`src/rtl/hazard_pkg.sv`:
```
// Shared definitions for the hazard scoreboard: forward-source codes, stage
// indices and the scoreboard slot record.
package hazard_pkg;

    localparam logic [1:0] FWD_RF = 2'd0;
    localparam logic [1:0] FWD_E  = 2'd1;
    localparam logic [1:0] FWD_M  = 2'd2;
    localparam logic [1:0] FWD_W  = 2'd3;

    localparam int STG_E   = 0;
    localparam int STG_M   = 1;
    localparam int STG_W   = 2;
    localparam int NUM_STG = 3;

    // Slot fields are sized for the widest supported configuration; narrower
    // addresses and Tnew values are zero-extended into them.
    localparam int SLOT_AW = 8;
    localparam int SLOT_TW = 4;

    typedef struct packed {
        logic               valid;
        logic [SLOT_AW-1:0] dst;
        logic [SLOT_TW-1:0] tnew;
    } slot_t;

    function automatic slot_t slot_age(input slot_t s);
        slot_t r;
        r = s;
        if (s.tnew != '0) r.tnew = s.tnew - SLOT_TW'(1);
        return r;
    endfunction

    function automatic logic slot_match(input slot_t s, input logic [SLOT_AW-1:0] addr);
        return s.valid && (s.dst != '0) && (s.dst == addr);
    endfunction

endpackage

```
`src/rtl/md_busy_counter.sv`:
```
// Multi-cycle MDU busy counter: loads the op latency on acceptance and counts
// down to zero; busy while nonzero.
module md_busy_counter #(
    parameter int MULT_CYCLES = 5,
    parameter int DIV_CYCLES  = 10
) (
    input  logic clk,
    input  logic reset,
    input  logic load,
    input  logic is_div,
    output logic busy
);

    localparam int MAX_CYC = (MULT_CYCLES > DIV_CYCLES) ? MULT_CYCLES : DIV_CYCLES;
    localparam int CNT_W   = $clog2(MAX_CYC + 1);

    logic [CNT_W-1:0] cnt;

    always_ff @(posedge clk or posedge reset) begin
        if (reset) begin
            cnt <= '0;
        end else if (load) begin
            cnt <= is_div ? CNT_W'(DIV_CYCLES) : CNT_W'(MULT_CYCLES);
        end else if (cnt != '0) begin
            cnt <= cnt - CNT_W'(1);
        end
    end

    assign busy = (cnt != '0);

endmodule

```
`src/rtl/hazard_scoreboard.sv`:
```
// D-stage hazard unit tracking in-flight E/M/W register writes; produces stall
// and per-port forward selects. Define HAZARD_W_FWD_EN to forward from W.
module hazard_scoreboard
    import hazard_pkg::*;
#(
    parameter int NUM_RD_PORTS = 2,
    parameter int REG_AW       = 5,
    parameter int TNEW_W       = 2,
    parameter int MULT_CYCLES  = 5,
    parameter int DIV_CYCLES   = 10
) (
    input  logic                         clk,
    input  logic                         reset,
    input  logic [NUM_RD_PORTS*REG_AW-1:0] rd_addr_d,
    input  logic [NUM_RD_PORTS*TNEW_W-1:0] tuse_d,
    input  logic                         wr_en_d,
    input  logic [REG_AW-1:0]            wr_addr_d,
    input  logic [TNEW_W-1:0]            tnew_d,
    input  logic                         md_start_d,
    input  logic                         md_is_div_d,
    input  logic                         md_use_d,
    input  logic                         flush,
    output logic                         stall,
    output logic [NUM_RD_PORTS*2-1:0]    fwd_sel_d,
    output logic                         md_busy
);

    slot_t                   sb [NUM_STG];
    slot_t                   d_slot;
    logic [NUM_RD_PORTS-1:0] port_stall;
    logic                    gpr_stall;
    logic                    md_stall;
    logic                    md_load;

    always_comb begin
        d_slot       = '0;
        d_slot.valid = wr_en_d;
        d_slot.dst   = SLOT_AW'(wr_addr_d);
        d_slot.tnew  = SLOT_TW'(tnew_d);
    end

    always_ff @(posedge clk or posedge reset) begin
        if (reset) begin
            for (int s = 0; s < NUM_STG; s++) sb[s] <= '0;
        end else begin
            sb[STG_W] <= sb[STG_M];
            sb[STG_M] <= slot_age(sb[STG_E]);
            sb[STG_E] <= (stall || flush) ? '0 : d_slot;
        end
    end

    for (genvar p = 0; p < NUM_RD_PORTS; p++) begin : g_port
        logic [SLOT_AW-1:0] ra;
        logic [SLOT_TW-1:0] tu;
        logic               hit;
        logic [SLOT_TW-1:0] near_tnew;
        logic [1:0]         near_src;

        assign ra = SLOT_AW'(rd_addr_d[p*REG_AW +: REG_AW]);
        assign tu = SLOT_TW'(tuse_d[p*TNEW_W +: TNEW_W]);

        // Nearest stage wins; W always counts as ready (tnew 0).
        always_comb begin
            hit       = 1'b0;
            near_tnew = '0;
            near_src  = FWD_RF;
            if (slot_match(sb[STG_E], ra)) begin
                hit       = 1'b1;
                near_tnew = sb[STG_E].tnew;
                near_src  = FWD_E;
            end else if (slot_match(sb[STG_M], ra)) begin
                hit       = 1'b1;
                near_tnew = sb[STG_M].tnew;
                near_src  = FWD_M;
            end else if (slot_match(sb[STG_W], ra)) begin
                hit       = 1'b1;
`ifdef HAZARD_W_FWD_EN
                near_src  = FWD_W;
`else
                near_src  = FWD_RF;
`endif
            end
        end

        assign port_stall[p]       = hit && (tu < near_tnew);
        assign fwd_sel_d[p*2 +: 2] = (hit && (near_tnew == '0)) ? near_src : FWD_RF;
    end

    assign gpr_stall = |port_stall;
    assign md_stall  = md_use_d && md_busy;
    assign stall     = gpr_stall || md_stall;
    assign md_load   = md_start_d && !stall && !flush;

    md_busy_counter #(
        .MULT_CYCLES(MULT_CYCLES),
        .DIV_CYCLES (DIV_CYCLES)
    ) u_md_busy_counter (
        .clk   (clk),
        .reset (reset),
        .load  (md_load),
        .is_div(md_is_div_d),
        .busy  (md_busy)
    );

endmodule

```
`config.mk`:
```
export PLATFORM = sky130hd
export DESIGN_NAME = hazard_scoreboard
export DESIGN_NICKNAME = d
export VERILOG_FILES = /design/src/rtl/hazard_pkg.sv /design/src/rtl/md_busy_counter.sv /design/src/rtl/hazard_scoreboard.sv
export SDC_FILE = /design/constraint.sdc
export NUM_CORES = 1
export LEC_CHECK = 0
export CAP_MARGIN = 20
export CORE_ASPECT_RATIO = 1.2
export CORE_MARGIN = 10
export CORE_UTILIZATION = 50
export DETAILED_ROUTE_END_ITERATION = 8
export PLACE_DENSITY = 0.77
export SETUP_SLACK_MARGIN = 0.15
export SYNTH_ARGS = -nofsm -noshare
export SYNTH_HDL_FRONTEND = slang
export SYNTH_SLANG_ARGS = --single-unit
```
`constraint.sdc`:
```
create_clock -name clk -period 4.3 [get_ports clk]
set_clock_uncertainty 0.15 [all_clocks]
set_input_delay 0.43 -clock clk [delete_from_list [all_inputs] [get_ports clk]]
set_output_delay 0.43 -clock clk [all_outputs]
set_load 0.02 [all_outputs]
```
==> reports/qor.txt <==
CTS Hold Buffers Added: 0
Outcome: finished clean
FFs w/ async S/R, synth: 100%
Leading area contributor after synthesis: dfrtp_1
Register area share after synthesis: 43.2%
Core Region: 3030 um^2
Post-DR vias/cell: 5.44
Starting Density: 51.7%
Worst hold start: sb[38]
CP delay by family, top: simple AND/OR/NAND/NOR gates
Critical path endpoint category: output pin
Die width: 71.1 um
Min-delay worst type: reg -> reg
IO buf count: 33
Crit path launch: sb[31]
Mapped Area: 1560 um^2
Avg WL per Cell: 16.7 um
Via Count: 1136
Critical path type: reg -> out
Worst endpoint required time: 3.72 ns
Yosys reg bits: 27
GRT Residual Overflow: 0
Tightest Pin Transition: 0.951 ns
Unique cell type count in the Yosys netlist: 37
Syn_area_per_cell: 11.6 um^2
Fillers: 249
Reg2reg start: sb[31]
Fmax: 260 MHz
EDFF count, synth: 0
Nets: 206
Number of placement rows: 22
WP buf/inv: 2
Top_reg_cell synth: dfrtp_1
Max_slew headroom: 36.5%
Area post-placement: 1950 um^2
Commonest non-fill, non-tap cell in the layout: clkdlybuf4s50_1
Clk buf depth: 2
RSZ-0062 raised after global routing: no
Post-Place Cells: 205
CTS tree: yes
Fin. Hold Viols: 0
Final cell count without fillers: 209
Final setup fails: 0
Worst-Skew Late Latency: 0.31 ns
Ys Warns: 0
Max IR drop VDD: 0.269 mV
Dpl hpwl: 2.99 mm
DRT iter0 DRCs: 54
Diode count: 0
Total track usage: 12.0%
Finished Cell Area: 1980 um^2
Syn nets: 167
Max-slew violations: 0
Clk sinks: 27
Vias in the first global route: 1266
CTS root buffer: clkbuf_4
Worst-path cell chain: or4_1 -> o21ai_2 -> nor4_2 -> nand2b_2 -> inv_1 -> a22oi_1 -> ha_1 -> nor4_1 -> o221ai_1 -> nand2_1 -> a2111o_1 -> clkbuf_2
Tmin final: 3.85 ns
CP Launch Type: register
Synth Instances: 135
Routability Congestion: 0.866
Largest net degree at the start of global routing: 28
Worst path slowest cell: or4_1
DIE AREA: 5770 um^2
Max_cap viols: 0
H-Tree Depth: 1
Global-route wire length before repair: 5.78 mm
Setup TNS: 0 ns
Die H: 81.3 um
Drt total wl: 3.48 mm
Leakage: 0.808 nW
Power per cell area: 329 nW/um^2
Worst Path Max Fanout: 4
Period utilization: 89.6%
Largest stage delay, worst path: 0.56 ns
Top cells by area, synth: dfrtp_1 (43%), xnor2_1 (13%), nor3b_2 (6.4%)
Io pins: 34
Post-CTS Setup Bufs: 0
DRT antenna net count: 0
Commonest non-fill, non-tap cells in the layout: clkdlybuf4s50_1 (32), dfrtp_1 (25), xnor2_1 (23), xor2_1 (9), nor3b_2 (8)
WHS: 0.265 ns
CTS Buf Count: 3
Synth top area share: 43.2%
Clk slew on worst S/H paths: 0.14 ns
Share of cells above drive strength 1: 14.5%
Critical path arrival: 3.27 ns
DRT Pass-1 Iters: 4
Initial antenna violation count: 0
Final Util: 65.3%
Number of remaining DRC errors: 0
Area growth syn-to-layout: 26.5%
## cells by family (layout without fill, tap and decap cells)
kind of cell	after synthesis	count (layout)	synth area share [%]
compound gates	10	10	7.52
xor+xnor	32	32	17.9
flops	27	27	43.2
buf+inv	7	45	1.92
simple gates	49	49	22.6
other cells	1	1	0.240
mux	5	5	3.36
fa+ha+maj	4	4	3.20
## final cells by class
type / count / area, um^2 / share of cell area, %
Sequential cell: 27 / 678 / 34.3
Timing Repair Buffer: 36 / 348 / 17.6
Inverter: 5 / 18.8 / 0.949
Multi-Input combinational cell: 101 / 858 / 43.4
Clock inverter: 1 / 7.51 / 0.380
Tap cell: 36 / 45.0 / 2.28
Clock buffer: 3 / 22.5 / 1.14
## stage by stage
| step | setup slack [ns] | power [W] |
|---|---|---|
| after floorplan | 1.02 | 0.000474 |
| after global placement | 0.257 | 0.000537 |
| after detailed placement | 0.167 | 0.000556 |
| after CTS | 0.258 | 0.000657 |
| after global routing | 0.234 | 0.000700 |
| final | 0.447 | 0.000650 |
## power breakdown
group / switching, W / internal, W / leakage (nW)
Clock: 0.0000693 / 0.0000354 / 0.0139
Sequential: 0.0000377 / 0.000291 / 0.352
Combinational: 0.000103 / 0.000114 / 0.442
Total: 0.000210 / 0.000441 / 0.808
## sequential cells by signal, summed over array words and instances, names as in the netlist
signal and flops:
sb 23, u_md_busy_counter.cnt 4
## synth_stat cells (all sizes together) (4+ instances only)
| master | instances |
|---|---|
| dfrtp | 27 |
| xnor2 | 23 |
| nor3b | 10 |
| xor2 | 9 |
| nor4 | 7 |
| nand2 | 6 |
| inv | 5 |
| nor2 | 5 |
| ha | 4 |
| nand4 | 4 |
## timing repair
| item | CTS | global route |
|---|---|---|
| pin swaps | 0 | 1 |
| setup endpoints to repair | 1 | 1 |
| resized for setup | 1 | 4 |
## worst reg2reg max path: stages (launching register included)
cell	delay, ns
dfrtp_2	0.47
or4_1	0.56
o21ai_2	0.25
nor4_2	0.09
nand2b_2	0.20
inv_1	0.06
a22oi_1	0.06
ha_1	0.34
nor4_1	0.07
o221ai_1	0.21
nand4b_1	0.20
a2111oi_4	0.45
mux2_1	0.37
## worst paths after layout
kind	end	cells after the start	slack, ns
max	stall	12	0.45
min	sb[25]	0	0.27
max reg2reg	u_md_busy_counter.cnt[1]	12	0.73
min reg2reg	sb[25]	0	0.27
max in group asynchronous	sb[31]	2	2.90
min in group asynchronous	u_md_busy_counter.cnt[1]	2	0.46
## routing by layer
metal / global-route usage (%) / share of wire, %
met5: 0 / 0
met4: 3.88 / 1.4
met3: 2.68 / 4.9
met2: 20.7 / 50
met1: 14.5 / 43
Power figures use the tool's default switching activity.
